<file path="config.mk">
export PLATFORM = sky130hd
export DESIGN_NAME = rr_arbiter8
export DESIGN_NICKNAME = d
export VERILOG_FILES = /design/src/rtl/rr_arb_pkg.sv /design/src/rtl/prio_enc8.sv /design/src/rtl/rr_arbiter8.sv
export SDC_FILE = /design/constraint.sdc
export NUM_CORES = 1
export LEC_CHECK = 0
export ABC_CLOCK_PERIOD_IN_PS = 7330
export BUFFER_PORTS_ARGS = -buffer_cell sky130_fd_sc_hd__clkbuf_2
export CAP_MARGIN = 20
export CORE_MARGIN = 2
export CORE_UTILIZATION = 25
export CTS_CLUSTER_SIZE = 14
export DETAILED_ROUTE_END_ITERATION = 6
export PLACE_DENSITY = 0.46
export SLEW_MARGIN = 10
export SYNTH_ARGS = -nofsm -noshare
export SYNTH_HDL_FRONTEND = slang
export SYNTH_SLANG_ARGS = --single-unit
</file>
<file path="constraint.sdc">
create_clock -name clk -period 7.33 [get_ports clk]
set_clock_uncertainty 0.1 [all_clocks]
set_input_delay 1.0995 -clock clk [delete_from_list [all_inputs] [get_ports clk]]
set_output_delay 1.0995 -clock clk [all_outputs]
set_load 0.005 [all_outputs]
</file>
<file path="src/rtl/rr_arb_pkg.sv">
`default_nettype none
// +------------------------------------------------------------------+
// | rr_arb_pkg : shared constants, state type and reset values        |
// | Revision 1.0                                                      |
// +------------------------------------------------------------------+
package rr_arb_pkg;

   localparam int N            = 8;
   localparam int IDX_W        = 3;
   localparam int HOLD_MAX_DEF = 16;

   typedef enum logic [0:0] {
      IDLE  = 1'b0,
      GRANT = 1'b1
   } state_t;

   localparam state_t           RST_STATE = IDLE;
   localparam logic [IDX_W-1:0] RST_PTR   = '0;
   localparam logic [IDX_W-1:0] RST_IDX   = '0;
   localparam logic [N-1:0]     RST_GNT   = '0;

endpackage
`default_nettype wire

</file>
<file path="src/rtl/prio_enc8.sv">
`default_nettype none
// +------------------------------------------------------------------+
// | prio_enc8 : 8-to-3 priority encoder, lowest set bit wins          |
// | Revision 1.0                                                      |
// +------------------------------------------------------------------+
module prio_enc8
   import rr_arb_pkg::*;
(
   input  logic [N-1:0]     vec,
   output logic [IDX_W-1:0] idx,
   output logic             valid
);

   // Scan from the top down so the lowest set bit is written last.
   always_comb begin
      idx   = '0;
      valid = 1'b0;
      for (int i = N - 1; i >= 0; i--) begin
         if (vec[i]) begin
            idx   = IDX_W'(i);
            valid = 1'b1;
         end
      end
   end

endmodule
`default_nettype wire

</file>
<file path="src/rtl/rr_arbiter8.sv">
`default_nettype none
// +------------------------------------------------------------------+
// | rr_arbiter8 : 8-way round-robin arbiter, grant held until release |
// | Optional RR_ARBITER8_TIMEOUT_EN: forced revoke after HOLD_MAX. R1.0|
// +------------------------------------------------------------------+
module rr_arbiter8
   import rr_arb_pkg::*;
#(
   parameter int N        = rr_arb_pkg::N,
   parameter int IDX_W    = rr_arb_pkg::IDX_W,
   parameter int HOLD_MAX = rr_arb_pkg::HOLD_MAX_DEF
) (
   input  logic             clk,
   input  logic             rst,
   input  logic [N-1:0]     req,
   output logic [N-1:0]     gnt,
   output logic [IDX_W-1:0] gnt_idx,
   output logic             gnt_valid,
   output logic             revoked
);

   state_t           state, state_n;
   logic [IDX_W-1:0] ptr, ptr_n;
   logic [N-1:0]     gnt_n;
   logic [IDX_W-1:0] idx_n;
   logic             valid_n;

   logic [N-1:0]     req_rot;
   logic [IDX_W-1:0] enc_idx;
   logic             enc_valid;
   logic [IDX_W-1:0] winner;
   logic             owner_req;
   logic             timeout_hit;

   // Rotating right by ptr puts requester ptr at position 0; the 3-bit add wraps mod 8.
   always_comb begin
      req_rot = '0;
      for (int j = 0; j < N; j++) begin
         req_rot[j] = req[IDX_W'(j) + ptr];
      end
   end

   prio_enc8 u_enc (
      .vec   (req_rot),
      .idx   (enc_idx),
      .valid (enc_valid)
   );

   assign winner    = ptr + enc_idx;
   assign owner_req = req[gnt_idx];

`ifdef RR_ARBITER8_TIMEOUT_EN
   localparam int HOLD_W = (HOLD_MAX > 2) ? $clog2(HOLD_MAX) : 1;

   logic [HOLD_W-1:0] hold_cnt;

   assign timeout_hit = (state == GRANT) && owner_req &&
                        (hold_cnt == HOLD_W'(HOLD_MAX - 1));

   always_ff @(posedge clk) begin
      if (rst) begin
         hold_cnt <= '0;
         revoked  <= 1'b0;
      end else begin
         hold_cnt <= (state == GRANT && state_n == GRANT) ? hold_cnt + 1'b1 : '0;
         revoked  <= timeout_hit;
      end
   end
`else
   assign timeout_hit = 1'b0;
   assign revoked     = 1'b0;
`endif

   always_comb begin
      state_n = state;
      ptr_n   = ptr;
      gnt_n   = gnt;
      idx_n   = gnt_idx;
      valid_n = gnt_valid;
      case (state)
         IDLE: begin
            if (enc_valid) begin
               gnt_n         = '0;
               gnt_n[winner] = 1'b1;
               idx_n         = winner;
               valid_n       = 1'b1;
               state_n       = GRANT;
            end
         end
         GRANT: begin
            // Arbitration never happens on the release edge; IDLE sees the new ptr.
            if (!owner_req || timeout_hit) begin
               gnt_n   = '0;
               idx_n   = '0;
               valid_n = 1'b0;
               ptr_n   = gnt_idx + 1'b1;
               state_n = IDLE;
            end
         end
         default: begin
            gnt_n   = '0;
            idx_n   = '0;
            valid_n = 1'b0;
            state_n = IDLE;
         end
      endcase
   end

   always_ff @(posedge clk) begin
      if (rst) begin
         state     <= RST_STATE;
         ptr       <= RST_PTR;
         gnt       <= RST_GNT;
         gnt_idx   <= RST_IDX;
         gnt_valid <= 1'b0;
      end else begin
         state     <= state_n;
         ptr       <= ptr_n;
         gnt       <= gnt_n;
         gnt_idx   <= idx_n;
         gnt_valid <= valid_n;
      end
   end

endmodule
`default_nettype wire

</file>
==> flow_summary.toml <==
[synthesis]
synth_compound_area_frac = 0.140
netlist_area_mm2 = 0.00145
ys_seq_area_frac = 0.221
synth_cells = 135
synth-xor-area-share = 0.0414
avgSynthCellArea_um2 = 10.7
yosysTopAreaCell = "dfxtp_1"
synth-edff-count = 0
yosys-top-cells-area = "dfxtp_1 (22%), mux4_2 (12%), mux4_1 (7.2%)"
ys_ff_latch = 16
ys_warn_count = 0
syn-num-nets = 150
ys_types = 45
async_reset_ff_frac = 0
yosys.area_share.adder = 0.0483
synth_ff_type = "dfxtp_1"
netlist.area_leader.share = 0.221
synth-simple-area-share = 0.210
synth_mux_area_frac = 0.261
synth_top_family_by_area = "multiplexers"

[clock_tree]
cts_resized = 0
post-cts-setup-buffer-count = 0
clkTransAtPathRegs_ns = 0.06
hold_buffers = 0
cts_tree = "built"
cts_max_path_buffers = 2
cts-htree-levels = 1
insertion_delay_ns = 0.25
cts_buffers = 3
cts.sinks = 16
cts_root_buf = "clkbuf_8"

[placed_design]
placed_cells = 219
finalWeightedCongestion = 0.791
placed_area_mm2 = 0.00155
hpwl_um = 2380
port_buffers = 21

[cells_and_area]
seqCellArea_um2 = 320
syn2layout_area_growth_pct = 10.6
fin_nets = 167
fin_cells = 223
drive_above_1_share = 0.311
multiInputGateArea_mm2 = 0.00102
stdcell_area_mm2 = 0.00160
num_antenna_cells = 0
n_fill_cell = 610

[critical_path]
r2r-end = "gnt[2]"
end_kind = "flop"
path_class = "reg -> reg"
worst-r2r-cell-count = 12
cp.arrival_ns = 4.15
r2r_slack_ns = 3.26
worstSetupStartpoint = "ptr[0]"
startpoint_type = "flop"
crit_required_ns = 7.41
endpoint = "gnt[2]"
cp_max_fo = 16
rr_startpoint = "ptr[0]"

[drt]
wirelength_um = 3010
drtPass1Iterations = 4
routedWlPerCell_um = 13.5
postRouteAntennaNets = 0
viasPerCell = 4.92
drt_iter0_drc = 33
vias = 1098
drc = 0

[timing]
slew_violations = 0
worst_pin_slew_ns = 0.806
setup_viol = 0
relSlewSlack = 0.461
rsz0062_at_grt = "no"
hold_viol = 0
period_needed_ns = 4.07
setup_tns_ns = 0
min_period_over_period = 0.555
hold_ws_ns = 0.357
max_freq_mhz = 246

[power]
switchingPower_w = 0.000204
clkPwrFrac = 0.153
powerDensity_mw_per_mm2 = 310
swShare = 0.409
p_leak_nw = 0.602
internal_power_w = 0.000294
fin_total_pwr_w = 0.000498
peakVddDrop_v = 0.000109
power.share.combinational = 0.565
p_seq_frac = 0.282

[worst_hold_path]
worstHoldStart = "gnt[1]"
hp-class = "reg -> reg"

[grt]
grt_pass1_wl_um = 5260
gr-total-overflow = 0
grt_max_degree = 17
antenna_found_initial = 0
grt_pass1_vias = 1145
track_usage = 0.103

[job]
drv_cap = 0

[floorplanning]
die_x_um = 80.2
rows = 27
die_y_um = 80.2
start_util = 0.262
io_pins = 23
core_area_mm2 = 0.00554
die-area_mm2 = 0.00643

[run_status]
status = "finished, final reports clean"
## flip-flops by register name, summed over array words and instances (netlist names)
name / count
state: 1
ptr: 3
gnt_valid: 1
gnt_idx: 3
gnt: 8
## cells in the final DEF, fill, tap and decap left out, types with 2 or more instances in the layout
master      n
a21oi_1     6
a32o_1      4
clkbuf_2   21
clkbuf_8    4
dfxtp_1    16
ha_1        4
inv_1       4
mux2_2      2
mux2_4      2
mux2i_1     4
mux4_1      4
mux4_2      8
nand2_1    14
nand3b_1    3
nor2_1     11
nor3_1      4
nor3b_1     3
o2bb2ai_1   6
or2b_1      3
or3_1       2
xnor2_1     2
xor2_1      3
## how the worst min path moves through the flow
stage                        end  slack (ns)  cells after the start
final                     gnt[1]        0.36                      1
after global routing      gnt[3]        0.39                      1
after CTS                 gnt[1]        0.36                      1
after detailed placement  gnt[1]        0.35                      1
after global placement    gnt[1]        0.35                      1
after floorplan           gnt[0]        0.36                      1
## stage by stage
step	util	setup WS (ns)
2_1_floorplan	-	3.55
3_3_place_gp	0.280	3.12
3_5_place_dp	0.280	3.06
4_1_cts	0.290	3.24
5_1_grt	0.290	2.89
6_report	0.290	3.26
## routing by layer
layer  track usage  wire length, um  up-vias  share of wire
met5             0                0        -              0
met4        0.0271               29        0         0.0097
met3        0.0258               80        4          0.027
met2         0.190             1600       10           0.53
met1         0.116             1290      542           0.43
li1              -                -      542              -
## kinds of logic (layout without fill, tap and decap cells)
logic type	count (synthesis)	in the layout
other cells	1	1
mux	20	20
simple gates	50	50
flops	16	16
compound gates	24	24
fa+ha+maj	5	5
xor+xnor	6	6
buf+inv	13	29
## critical path, cell delays in order (launching register included)
cell and delay [ns]:
dfxtp_1 0.73, inv_1 0.17, ha_1 0.50, mux4_2 0.59, mux2_4 0.29, a31o_4 0.24
nand2_2 0.08, a21oi_1 0.07, a21oi_1 0.18, fa_1 0.50, nor3_1 0.27, nand2_1 0.10
o2bb2ai_1 0.17
## cell usage after synthesis, types with 3 or more instances
cell,count
xor2_1,3
mux4_2,8
o2bb2ai_1,6
dfxtp_1,16
nand2_1,14
buf_6,4
a21oi_1,6
mux2i_1,4
ha_1,4
inv_1,4
nor3b_1,3
or2b_1,3
mux4_1,4
nor3_1,4
nor2_1,11
a32o_1,4
nand3b_1,3
## power by group through the flow
stage / combinational (W) / sequential, W / clock, W
detailed placement: 0.000284 / 0.000143 / 0
global placement: 0.000279 / 0.000142 / 0
finish: 0.000281 / 0.000140 / 0.0000763
global route: 0.000317 / 0.000145 / 0.0000836
CTS: 0.000285 / 0.000141 / 0.0000793
floorplan: 0.000245 / 0.000128 / 0
## area by class of cell
| class | count | area share |
|---|---|---|
| clock buffer | 4 | 0.0343 |
| sequential | 16 | 0.200 |
| tap | 72 | 0.0562 |
| multi-input combinational | 106 | 0.635 |
| inverter | 4 | 0.00936 |
| timing repair buffer | 21 | 0.0655 |
No activity file was read; power rests on OpenSTA's default activity.
